## config.mk

```make
export PLATFORM = sky130hd
export DESIGN_NAME = hamming_secded_decoder
export DESIGN_NICKNAME = d
export VERILOG_FILES = /design/src/rtl/hamming_pkg.sv /design/src/rtl/hamming_syndrome.sv /design/src/rtl/hamming_secded_decoder.sv
export SDC_FILE = /design/constraint.sdc
export NUM_CORES = 1
export LEC_CHECK = 0
export BUFFER_PORTS_ARGS = -buffer_cell sky130_fd_sc_hd__clkbuf_2
export CAP_MARGIN = 20
export CELL_PAD_IN_SITES_DETAIL_PLACEMENT = 0
export CELL_PAD_IN_SITES_GLOBAL_PLACEMENT = 1
export CORE_MARGIN = 5
export CORE_UTILIZATION = 46
export CTS_CLUSTER_SIZE = 40
export DETAILED_ROUTE_END_ITERATION = 10
export PLACE_DENSITY = 0.9
export SYNTH_ARGS = -nofsm -noshare
export SYNTH_HDL_FRONTEND = slang
export SYNTH_SLANG_ARGS = --single-unit
```

## constraint.sdc

```tcl
create_clock -name clk -period 5 [get_ports clk]
set_clock_uncertainty 0.15 [all_clocks]
set_input_delay 1 -clock clk [delete_from_list [all_inputs] [get_ports clk]]
set_output_delay 1 -clock clk [all_outputs]
set_load 0.01 [all_outputs]
```

## src/rtl/hamming_pkg.sv

```systemverilog
// rtl/hamming_pkg.sv - shared SECDED helpers: code geometry and flag record
package hamming_pkg;

    // Smallest r with 2^r >= data_w + r + 1 (Hamming bound, excluding overall parity)
    function automatic int calc_parity_w(input int data_w);
        int r;
        r = 0;
        for (int i = 1; i < 8; i++) begin
            if (r == 0 && (1 << i) >= data_w + i + 1) begin
                r = i;
            end
        end
        return r;
    endfunction

    function automatic logic is_pow2(input int x);
        return (x > 0) && ((x & (x - 1)) == 0);
    endfunction

    // Data index -> code position: the k-th non-power-of-2 position starting at 3
    function automatic int data_pos(input int k);
        int cnt;
        int pos;
        cnt = 0;
        pos = 0;
        for (int i = 3; i < 128; i++) begin
            if (!is_pow2(i)) begin
                if (cnt == k && pos == 0) begin
                    pos = i;
                end
                cnt++;
            end
        end
        return pos;
    endfunction

    // Per-word classification carried from the syndrome stage into the output stage
    typedef struct packed {
        logic sec;   // single error seen
        logic ded;   // uncorrectable error seen
        logic fix;   // single error and correction enabled
    } flag_t;

endpackage

```

## src/rtl/hamming_syndrome.sv

```systemverilog
// rtl/hamming_syndrome.sv - combinational codeword to syndrome and overall parity
module hamming_syndrome #(
    parameter int CODE_W   = 16,
    parameter int PARITY_W = 4
) (
    input  logic [CODE_W-1:0]   code,
    output logic [PARITY_W-1:0] syndrome,
    output logic                parity
);

    // XOR of the indices of every set bit gives the error position; bit 0 carries no index
    always_comb begin
        syndrome = '0;
        for (int i = 1; i < CODE_W; i++) begin
            if (code[i]) begin
                syndrome = syndrome ^ PARITY_W'(i);
            end
        end
        parity = ^code;
    end

endmodule

```

## src/rtl/hamming_secded_decoder.sv

```systemverilog
// rtl/hamming_secded_decoder.sv - pipelined SECDED decoder with saturating error counters
module hamming_secded_decoder
    import hamming_pkg::*;
#(
    parameter int  DATA_W   = 11,
    parameter int  CNT_W    = 16,
    localparam int PARITY_W = calc_parity_w(DATA_W),
    localparam int CODE_W   = DATA_W + PARITY_W + 1
) (
    input  logic                clk,
    input  logic                rst_n,
    input  logic                in_valid,
    output logic                in_ready,
    input  logic [CODE_W-1:0]   in_code,
    input  logic                correct_en,
    output logic                out_valid,
    input  logic                out_ready,
    output logic [DATA_W-1:0]   out_data,
    output logic                out_sec,
    output logic                out_ded,
    output logic [PARITY_W-1:0] out_syndrome,
    input  logic                clr_cnt,
    output logic [CNT_W-1:0]    sec_count,
    output logic [CNT_W-1:0]    ded_count
);

    logic [PARITY_W-1:0] in_syn;
    logic                in_par;
    logic [DATA_W-1:0]   in_data_raw;

    // S1 keeps only the data positions of the codeword; parity positions never reach the output
    logic                s1_valid;
    logic [DATA_W-1:0]   s1_data;
    logic [PARITY_W-1:0] s1_syn;
    logic                s1_par;
    logic                s1_cen;

    flag_t               cls;
    logic [DATA_W-1:0]   fixed_data;
    logic                s2_adv;
    logic                out_hs;

    hamming_syndrome #(
        .CODE_W   (CODE_W),
        .PARITY_W (PARITY_W)
    ) u_syndrome (
        .code     (in_code),
        .syndrome (in_syn),
        .parity   (in_par)
    );

    assign s2_adv   = !out_valid || out_ready;
    assign in_ready = !s1_valid || s2_adv;
    assign out_hs   = out_valid && out_ready;

    // Pull the data bits out of their Hamming positions
    always_comb begin
        in_data_raw = '0;
        for (int k = 0; k < DATA_W; k++) begin
            in_data_raw[k] = in_code[data_pos(k)];
        end
    end

    // Classify the word and flip the erroneous data bit when correction applies
    always_comb begin
        cls     = '0;
        cls.sec = s1_par && (int'(s1_syn) < CODE_W);
        cls.ded = (!s1_par && (s1_syn != '0)) || (s1_par && (int'(s1_syn) >= CODE_W));
        cls.fix = cls.sec && s1_cen;
        fixed_data = '0;
        for (int k = 0; k < DATA_W; k++) begin
            fixed_data[k] = s1_data[k] ^ (cls.fix && (int'(s1_syn) == data_pos(k)));
        end
    end

    // Stage 1: capture the word and its syndrome whenever the stage can move
    always_ff @(posedge clk or negedge rst_n) begin
        if (!rst_n) begin
            s1_valid <= 1'b0;
            s1_data  <= '0;
            s1_syn   <= '0;
            s1_par   <= 1'b0;
            s1_cen   <= 1'b0;
        end else if (in_ready) begin
            s1_valid <= in_valid;
            if (in_valid) begin
                s1_data <= in_data_raw;
                s1_syn  <= in_syn;
                s1_par  <= in_par;
                s1_cen  <= correct_en;
            end
        end
    end

    // Stage 2: output register, held stable while the sink stalls
    always_ff @(posedge clk or negedge rst_n) begin
        if (!rst_n) begin
            out_valid    <= 1'b0;
            out_data     <= '0;
            out_sec      <= 1'b0;
            out_ded      <= 1'b0;
            out_syndrome <= '0;
        end else if (s2_adv) begin
            out_valid <= s1_valid;
            if (s1_valid) begin
                out_data     <= fixed_data;
                out_sec      <= cls.sec;
                out_ded      <= cls.ded;
                out_syndrome <= s1_syn;
            end
        end
    end

    // Saturating error counters; a clear discards any same-cycle increment
    always_ff @(posedge clk or negedge rst_n) begin
        if (!rst_n) begin
            sec_count <= '0;
            ded_count <= '0;
        end else if (clr_cnt) begin
            sec_count <= '0;
            ded_count <= '0;
        end else if (out_hs) begin
            if (out_sec && (sec_count != '1)) begin
                sec_count <= sec_count + 1'b1;
            end
            if (out_ded && (ded_count != '1)) begin
                ded_count <= ded_count + 1'b1;
            end
        end
    end

endmodule
```

* Word level (Yosys, flattened, before mapping) *
Cells that the tools add are included.

word-level totals
  bits in registers = 68
  input bits = 22
  output and inout bits = 51
  word-level logic and storage cells = 103

cells by class
  add/subtract/negate cells = 2
  equality and inequality tests = 13
  multiplexer cells = 21
  bitwise operators = 25
  reductions and logical operators = 30

operators by type and width
  kind                                                  count
  2-to-1 mux 16 bit                                     6
  adder 16 x 1 -> 16 bit (second input constant)        2
  2-to-1 mux 4 bit                                      8
  inequality test 16 bit (second input constant)        2
  equality test 4 bit (second input constant)           6
  logical AND 1 bit                                     16
  XOR reduction 16 bit                                  1
  equality test 4 x 3 -> 1 bit (second input constant)  3
  2-to-1 mux 3 bit                                      4
  NOT 2 bit                                             6
  NOT 3 bit                                             4
  XOR 1 bit                                             11
  AND reduction 2 bit                                   4
  nonzero test 2 bit                                    3
  equality test 4 x 1 -> 1 bit (second input constant)  1
  equality test 4 x 2 -> 1 bit (second input constant)  1
  2-to-1 mux 2 bit                                      2
  NOT 4 bit                                             1
  nonzero test 4 bit                                    1
  logical NOT 1 bit                                     3
  NOT 1 bit (first input constant)                      3
  logical OR 1 bit                                      2
  2-to-1 mux 1 bit                                      1

* Depth between registers and ports, before layout *
Gate-level depths: netlist (run 1).

  word-level depth = 26
  mapped depth = 7
  depth with buffers taken out = 6

* By module *
A second synthesis (run 1) with hierarchy kept.

unflattened totals
  cell total of the unflattened synthesis = 334
  area total of the unflattened synthesis = 3540.9 µm²

modules (own cells, without submodules)
  module                  times used  cells each  area an instance (µm²)  seq. area each (µm²)
  hamming_secded_decoder  1           307         3289.4                  1701.6
  hamming_syndrome        1           27          251.5                   0.0

* Worst setup path before layout (run 1) *
OpenSTA, ideal clock, no wires.

  path type = input -> register
  start point = in out_ready
  end point = reg s1_cen
  library setup time = 0.125 ns
  arrival = 2.213 ns
  data required time = 4.725 ns
  slack = 2.512 ns
  stages on the path = 4
  buffers on the path = 1
  cells stage by stage = nand3b_1 nand2_1 clkbuf_1 mux2_2

on the way
  longest elaborated chain between the ends = 3

RTL lines
  what                           line                          source
  start, declared                hamming_secded_decoder.sv:17  input logic out_ready,
  logical OR 1 bit               hamming_secded_decoder.sv:52  assign s2_adv = !out_valid || out_ready;
  logical OR 1 bit               hamming_secded_decoder.sv:53  assign in_ready = !s1_valid || s2_adv;
  AND reduction 2 bit (no line)  --
  end signal, assigned           hamming_secded_decoder.sv:90  s1_cen <= correct_en;
  end, declared                  hamming_secded_decoder.sv:36  logic s1_cen;

No other way between the ends.
A chain may end at the register's enable or synchronous reset.

* Worst setup path in the final report (run 1) *
  start point = in out_ready
  end point = out in_ready

on the way
  longest elaborated chain between the ends = 2

RTL lines
  what              line                          source
  logical OR 1 bit  hamming_secded_decoder.sv:52
  logical OR 1 bit  hamming_secded_decoder.sv:53
  end, declared     hamming_secded_decoder.sv:13  output logic in_ready,

No other way between the ends.

==> flow_summary.ini, run 1 <==
[outcome]
outcome = finished, final reports clean

[route]
ant_nets = 0
vias_per_cell = 5.19
drc = 0
wl_per_cell_um = 14.6
routed_wl_um = 7460
routed-via-count = 2658
drt-initial-drc-count = 89
dr.pass1.iters = 4

[placement]
dp_hpwl_um = 5520
gp_congestion = 0.800
portBuffers = 72
dpl-instance-area_mm2 = 0.00397

[clock_network]
cts_num_sinks = 68
insertion_delay_ps = 340
post_cts_buffers = 0
clk_pin_slew_ps = 70
h-tree-depth = 3
cts_tree = yes
clockBufferDepth = 2
cts_root_buffer = clkbuf_8
cts_resized = 0
cts_buffers = 9
cts_hold_buffers = 0

[logic_synthesis]
yosys.area.top_type = dfrtp_1
ys_seq_area_share_pct = 48.3
yosys-top-cells-count = dfrtp_1, nor2_1, xnor2_1
synth_edf_count = 0
yosys.cell_count.top_type = dfrtp_1
ys_top_cells_by_area = dfrtp_1, xnor2_1, mux2_2, nor2_1, xor2_1
syn_inst = 333
synth_nets = 357
ys_seq_elements = 68
synth_cell_types = 45
synth-async-reset-ratio_pct = 100
yosys.area.top_type_share_pct = 48.3
ys_warn_count = 0
syn_area_per_cell_um2 = 10.6
synth_area_mm2 = 0.00352
synth_ff_type = dfrtp_1

[critical_path]
critPathKind = in -> out
slowest_stage = nand3b_1
worstPathArrival_ps = 1510
cp_num_buf_inv = 2
r2r-end = ded_count[13]
cpPeakStageDelay_ps = 220
r2r-start = ded_count[0]
reg2reg_slack_ps = 2700
cp-start-kind = input pin
cp_max_fo = 5
critPathCaptureType = output port
cp_top_family = buffers and inverters
reg2reg_depth = 6
crit_top_cell = clkbuf_2
cp_data_required_time_ps = 3850
worstPathCellList = clkbuf_2, nand3b_1, clkbuf_2

[timing]
fin_crit_sh_pct = 53.1
fmax_mhz = 376
setup_tns_ps = 0
period_needed_ps = 2660
tightest_slew_ps = 923
rsz0062_at_grt = no
setup_viol = 0
hold_violations = 0
slew_headroom_pct = 38.5
slew_viol_final = 0

[global_route]
grt_max_degree = 41
overflow = 0
grt_pass1_vias = 2559
grt_use_total_pct = 16.6
grt_pass1_wl_um = 12800
antenna_found_initial = 0

[cells_and_area]
antenna_cells = 0
final_area_mm2 = 0.00417
area_growth_pct = 18.4
register_area_mm2 = 0.00170
finish.net_count = 429
drive_gt1_share_pct = 29.8
fillers = 719
multi_input_area_mm2 = 0.00176

[pwr]
power.density_mw_per_mm2 = 364
vdd_drop_max_uv = 178
p_leak_nw = 1.75

[hold_path]
worstHoldStart = s1_valid
min_to = out_valid
hp-class = reg -> reg
hold_depth = 1

[floorplanning]
fp.dieW_um = 97.5
row_count = 32
core_mm2 = 0.00761
start_util_pct = 46.3
fp.dieH_um = 97.5
io_pins = 73
dieArea_mm2 = 0.00950

[flow_run]
maxCapViolCount = 0
-- power by group --
group / total [mW] / internal (mW) / switching, mW
logic: 0.335 / 0.159 / 0.175
clock network: 0.462 / 0.256 / 0.206
registers: 0.720 / 0.636 / 0.0846
total: 1.52 / 1.05 / 0.466
-- metrics by stage --
stage / total power [mW] / worst slack, ps / utilization (%) / instances / hold slack [ps]
3_3_place_gp: 1.06 / 2310 / 52.1 / 496 / 317
5_1_grt: 1.62 / 2300 / 54.8 / 512 / 382
6_report: 1.52 / 2340 / 54.8 / 512 / 348
4_1_cts: 1.54 / 2330 / 54.8 / 512 / 360
2_1_floorplan: 0.935 / 2510 / - / 333 / 299
3_5_place_dp: 1.07 / 2240 / 52.1 / 496 / 348
-- routing by layer --
metal	vias to the layer above	track usage, %	wire [um]
met2	63	26.0	3600
met3	11	5.96	410
met5	-	0	0
met1	1271	21.7	3380
li1	1313	-	-
met4	0	4.90	80
-- worst max path at each step --
stage	start	to	slack, ps	cells after the start
2_1_floorplan	out_ready	s1_cen	2510	4
3_3_place_gp	out_ready	sec_count[13]	2310	6
3_5_place_dp	out_ready	sec_count[13]	2240	6
4_1_cts	out_ready	in_ready	2330	3
5_1_grt	out_ready	in_ready	2300	3
6_report	out_ready	in_ready	2340	3
-- layout make-up --
type                            count  share of cell area, %
Multi-Input combinational cell    252                   42.3
Timing Repair Buffer               73                   8.83
Clock buffer                       12                   3.72
Clock inverter                      4                   1.14
Sequential cell                    68                   40.8
Inverter                            1                 0.0901
Tap cell                          102                   3.06
-- cells by family (layout without fill, tap and decap cells) --
family,Yosys count,after routing,synth area share [%]
compound gates,43,43,8.42
fa+ha+maj,2,2,0.711
mux,23,23,7.29
buf+inv,13,90,1.56
flops,68,68,48.3
simple gates,120,120,17.8
xor+xnor,64,64,15.9
-- worst register-to-register path: stages (launching register included) --
cell	delay, ps
dfrtp_1	440
ha_1	210
nand3_1	130
nor3_2	720
a2111oi_2	190
xor2_1	180
nor2b_1	140
-- registers in the layout, summed over array words and instances (netlist names) --
name,count
s1_valid,1
s1_data,11
out_valid,1
out_ded,1
sec_count,16
s1_cen,1
out_syndrome,4
out_sec,1
s1_par,1
s1_syn,4
ded_count,16
out_data,11
-- cells in the final DEF (no fill, tap or decap), types with 5 or more instances in the layout --
cell	count
clkbuf_2	71
dfrtp_1	68
nor2_1	50
xnor2_1	45
mux2_2	21
xor2_1	19
a21oi_1	16
nand2_1	14
nand3_1	11
clkbuf_8	11
nand4_1	7
o21ai_0	7
o211ai_1	5
a211oi_1	5
(Power assumes the default switching activity.)
==> run 2, diff against run 1 <==
CORE_UTILIZATION = 42   (was 46)
PLACE_DENSITY = 0.84   (was 0.9)
clock period = 2.8 ns   (was 5 ns; I/O delays follow)
==> run 2 against run 1 <==
  * Global-route usage decreased by 0.90 points
  * Sequential share of layout area is 0.65 points lower
  * Combinational power grew 79%
  * Power up 84%
  * Sequential cell count unchanged
  * Non-clock buffer count rose by 4
  * First-iteration DRC count shrank 57%
  * Utilization fell by 3.0 points
  * Critical endpoint is now sec_count[6]
==> flow_summary.ini, run 2 (synthesis gave the netlist of run 1 again) <==
[cells_and_area]
final_cell_mix = clkbuf_2, dfrtp_1, nor2_1, xnor2_1, mux2_2
antenna_cells = 0
finish.net_count = 433
drive_gt1_share_pct = 30.7
largestRegisters = ded_count x16, sec_count x16
area_growth_pct = 20.3
final_area_mm2 = 0.00424
final_common_cell = clkbuf_2

[timing]
setup_viol = 0
tightest_slew_ps = 614
rsz0062_at_grt = no
fin_crit_sh_pct = 76.1
setup_tns_ps = 0
holdWs_ps = 72.2
slew_viol_final = 0
slew_headroom_pct = 59.1
hold_violations = 0
fmax_mhz = 469
period_needed_ps = 2130

[critical_path]
worstPathCellList = ha_1, nand3_1, or4_1, o211ai_1, xor2_1, nor2_1
critPathCaptureType = register
cp_num_buf_inv = 0
reg2reg_depth = 6
r2r-end = sec_count[6]
cpPeakStageDelay_ps = 540
crit_start = sec_count[0]
r2r-start = sec_count[0]
cp-start-kind = register
cp_max_fo = 5
slowest_stage = or4_1
cp_top_family = simple AND/OR/NAND/NOR gates
critPathKind = reg -> reg
worstPathArrival_ps = 2190
cp_data_required_time_ps = 2860
reg2reg_slack_ps = 670

[outcome]
outcome = finished, final reports clean

[floorplanning]
io_pins = 73
fp.dieH_um = 102
fp.dieW_um = 102
core_mm2 = 0.00818
row_count = 33
start_util_pct = 43.1
dieArea_mm2 = 0.0103

[clock_network]
clk_pin_slew_ps = 80
cts_resized = 0
clockBufferDepth = 2
cts_hold_buffers = 0
cts_num_sinks = 68
h-tree-depth = 3
post_cts_buffers = 0
cts_buffers = 9
cts_root_buffer = clkbuf_8
insertion_delay_ps = 340
cts_tree = yes

[global_route]
grt_max_degree = 43
grt_pass1_vias = 2644
grt_use_total_pct = 15.7
overflow = 0
grt_pass1_wl_um = 12800
antenna_found_initial = 0

[hold_path]
hp-class = in -> async

[route]
wl_per_cell_um = 14.4
drt-initial-drc-count = 38
ant_nets = 0
routed_wl_um = 7500
drc = 0
routed-via-count = 2625
dr.pass1.iters = 4
vias_per_cell = 5.06

[pwr]
vdd_drop_max_uv = 292
power.density_mw_per_mm2 = 660
p_int_mw = 1.95
swShare_pct = 30.3
clock_power_share_pct = 32.4
p_leak_nw = 1.79
combPwrFrac_pct = 21.5
p_seq_share_pct = 46.1
p_switching_mw = 0.846

[placement]
dp_hpwl_um = 5670
dpl-instance-area_mm2 = 0.00401
gp_congestion = 0.781
portBuffers = 72

[flow_run]
maxCapViolCount = 0
==> run 2: cell types whose count changed in the layout (fill, tap and decap cells not counted), sizes merged <==
cell,previous run,this run
clkbuf,83,81
bufinv,1,2
buf,2,6
inv,1,2
==> run 2: power groups by stage <==
stage                     combinational (mW)  sequential (mW)  clock, mW
after global placement                 0.603             1.30          0
after detailed placement               0.615             1.31          0
after CTS                              0.619             1.29      0.930
after floorplan                        0.362             1.31          0
final                                  0.600             1.29      0.907
after global routing                   0.668             1.31      0.974
==> run 2: routing by layer <==
metal | wire [um] | vias up | global-route usage, %
li1 | - | 1317 | -
met1 | 3360 | 1235 | 19.9
met2 | 3580 | 65 | 25.7
met3 | 454 | 8 | 3.65
met4 | 99 | 0 | 6.65
met5 | 0 | - | 0
==> run 2: how the worst max path moves through the flow <==
| stage | end | depth (start not counted) | slack, ps |
|---|---|---|---|
| 2_1_floorplan | s1_cen | 4 | 750 |
| 6_report | sec_count[6] | 6 | 670 |
| 3_5_place_dp | sec_count[13] | 6 | 520 |
| 4_1_cts | sec_count[6] | 6 | 660 |
| 3_3_place_gp | sec_count[13] | 6 | 550 |
| 5_1_grt | sec_count[3] | 6 | 460 |
==> run 2: worst register-to-register path: stages, from the launching register on <==
cell and delay [ps]:
dfrtp_1 410, ha_1 270, nand3_1 130, or4_1 540, o211ai_1 270, xor2_1 170, nor2_1 50
==> run 2: area by class of cell <==
cell class,instances,area [um2]
clock buffer,10,138
fill,771,3940
multi-input combinational,252,1760
sequential,68,1700
timing repair buffer,77,410
clock inverter,6,86.3
inverter,1,3.75
tap,105,131
==> run 2: stage by stage <==
stage / cells / setup slack (ps) / total power, mW / util (%)
floorplan: 333 / 752 / 1.67 / -
global placement: 503 / 555 / 1.90 / 49.1
detailed placement: 503 / 523 / 1.92 / 49.1
CTS: 519 / 658 / 2.84 / 51.8
global route: 519 / 459 / 2.96 / 51.8
finish: 519 / 669 / 2.80 / 51.8
==> run 3, diff against run 2 <==
ABC_AREA = 1   (was default)
CORE_UTILIZATION = 36   (was 42)
PLACE_DENSITY = 0.81   (was 0.84)
clock period = 1.7 ns   (was 2.8 ns; I/O delays follow)
==> run 3 against run 2 <==
  * Clock power rose by 140%
  * Die area rose by 30%
  * Critical path depth rose by 2
  * First-iteration DRC count rose to 7.0 times the previous value
  * Largest power group is now the clock network
  * Utilization fell by 3.4 points
  * Critical path type unchanged
  * Via count rose by 53%
  * Final cell count rose by 60%
  * Design area rose by 25%
  * Setup slack got worse by 620 ps
  * Non-clock buffer count rose by 41
  * Global-route usage rose by 0.28 points
  * Worst hold slack got worse by 3.6 ps
==> flow_summary.ini, run 3 <==
[logic_synthesis]
syn_area_per_cell_um2 = 7.06
yosys.area.top_type = dfrtp_1
ys_top_cells_by_area = dfrtp_1, nand2_1, xor2_1, nand3_1, nor2_1
synth_nets = 596
syn_inst = 572
synth-async-reset-ratio_pct = 100
synth_area_mm2 = 0.00404
yosys-top-cells-count = nand2_1, dfrtp_1, nor2_1
synth_cell_types = 28
synth_edf_count = 0
ys_seq_elements = 68
yosys.cell_count.top_type = nand2_1
synth_ff_type = dfrtp_1
yosys.area.top_type_share_pct = 42.1
ys_warn_count = 0
ys_seq_area_share_pct = 42.1

[clock_network]
insertion_delay_ps = 330
cts_num_sinks = 68
h-tree-depth = 3
clk_pin_slew_ps = 50
cts_buffers = 9
cts_tree = yes
cts_root_buffer = clkbuf_16
clockBufferDepth = 2

[pwr]
vdd_drop_max_uv = 605
p_switching_mw = 1.52
p_leak_nw = 2.77
clock_power_share_pct = 41.5
power_mw = 5.24
p_int_mw = 3.72
p_seq_share_pct = 38.2
swShare_pct = 29.0
power.density_mw_per_mm2 = 990
combPwrFrac_pct = 20.3

[critical_path]
reg2reg_depth = 8
cp_max_fo = 8
slowest_stage = dfrtp_1
r2r-end = ded_count[2]
critPathCapture = ded_count[2]
cp_num_buf_inv = 1
cp.depth = 8
r2r-start = ded_count[2]
crit_start = ded_count[2]
worstPathArrival_ps = 1700
cp_top_family = simple AND/OR/NAND/NOR gates
worstPathCellList = nand2_1, nor2_2, nand2_2, o21ai_4, buf_12, nand2_4, nand2_1, o21ai_1
critPathCaptureType = register
crit_top_cell = nand2_1
cp_data_required_time_ps = 1760
critPathKind = reg -> reg
cpPeakStageDelay_ps = 400
reg2reg_slack_ps = 50
cp-start-kind = register

[global_route]
overflow = 0
grt_use_total_pct = 16.0
grt_pass1_wl_um = 17200
grt_max_degree = 22
antenna_found_initial = 0
grt_pass1_vias = 3771

[floorplanning]
fp.dieW_um = 116
dieArea_mm2 = 0.0134
row_count = 38
start_util_pct = 36.9
fp.dieH_um = 116
core_mm2 = 0.0109
io_pins = 73

[cells_and_area]
fillers = 1113
drive_gt1_share_pct = 23.4
final_area_mm2 = 0.00530
final_common_cell = nand2_1
largestRegisters = ded_count x16, sec_count x16
final_cell_mix = nand2_1, clkbuf_2, dfrtp_1, nor2_1, nand3_1
area_growth_pct = 31.2
final_cell_count_no_fill = 831
fin_util_pct = 48.4
finish.net_count = 710
antenna_cells = 0

[timing]
rsz0062_at_grt = yes
slew_viol_final = 0
holdWs_ps = 68.6
hold_violations = 0
fmax_mhz = 607
tightest_slew_ps = 604
layout_setup_ws_ps = 53.0
setup_viol = 0
fin_crit_sh_pct = 96.9
slew_headroom_pct = 59.7
setup_tns_ps = 0
period_needed_ps = 1650

[route]
routed_wl_um = 10700
drt-initial-drc-count = 265
m1WireLength_um = 4680
routed-via-count = 4015
vias_per_cell = 4.83
wl_per_cell_um = 12.9
dr_wl_met3_um = 633
dr.pass1.iters = 6
met2WireLength_um = 5220
drc = 0
dr.max_layer_used = met4
ant_nets = 0

[placement]
gp_congestion = 0.881
dp_hpwl_um = 8080
portBuffers = 72
dpl-instance-area_mm2 = 0.00481
dpl_worst_slack_ps = -27.8
place_inst = 805

[flow_run]
maxCapViolCount = 0

[hold_path]
hp-class = in -> reg

[outcome]
outcome = finished, final reports clean
run 3: cell types whose count changed in the layout (fill, tap and decap cells not counted), moves of 9 or more:
cell / delta
a21oi_1: -14
o21ai_0: +21
xnor2_1: -37
nand3_1: +38
clkbuf_8: -9
nand2_1: +215
clkbuf_16: +9
xor2_1: +16
mux2_2: -21
buf_4: +35
nand2_2: +9
inv_1: +36
run 3: repair_timing:
item	in CTS	in global routing
setup endpoints to repair	9	31
gates resized for setup	1	21
cloned	0	2
pin swaps	0	3
buffers inserted	0	7
hold buffers	1	0
hold endpoints to repair	9	0
run 3: cell type report:
cell class,instances,area (um2),share of cell area (%)
well taps,140,175,3.31
clock inverters,6,111,2.10
flip-flops and latches,68,1700,32.1
clock buffers,10,239,4.51
inverters,41,154,2.91
multi-input cells,448,2170,40.9
repair buffers,118,751,14.2
run 3: worst register-to-register path: stages (launching register included):
cell and delay, ps:
dfrtp_1 400, nand2_1 80, nor2_2 170, nand2_2 120, o21ai_4 180, buf_12 150
nand2_4 110, nand2_1 110, o21ai_1 70
run 3: per-layer routing:
metal / vias to the layer above / GRT usage [%]
li1: 2020 / -
met3: 23 / 2.98
met4: 0 / 6.65
met1: 1853 / 19.4
met2: 119 / 27.8
met5: - / 0
run 3: cell families after synthesis:
kind of cell / count (synthesis) / synth area share [%]
AOI/OAI and AO/OA: 39 / 5.61
xor gates and xnor gates: 43 / 9.33
adders and majority gates: 2 / 0.620
buffers and inverters: 57 / 5.67
DFF: 68 / 42.1
and+or+nand+nor: 363 / 36.6
run 3: how the worst min path moves through the flow:
stage	start	endpoint	slack (ps)	cells after the start
global placement	rst_n	out_data[1]	130	1
floorplan	rst_n	ded_count[0]	-110	0
finish	correct_en	s1_cen	70	3
CTS	correct_en	s1_cen	60	3
global route	correct_en	s1_cen	90	3
detailed placement	rst_n	ded_count[11]	130	1
run 3: power groups by stage:
stage	Combinational, mW	Clock (mW)	Sequential, mW
2_1_floorplan	0.514	0	2.07
3_3_place_gp	1.00	0	2.03
3_5_place_dp	1.01	0	2.03
4_1_cts	1.02	2.20	2.00
5_1_grt	1.20	2.26	2.03
6_report	1.06	2.18	2.00
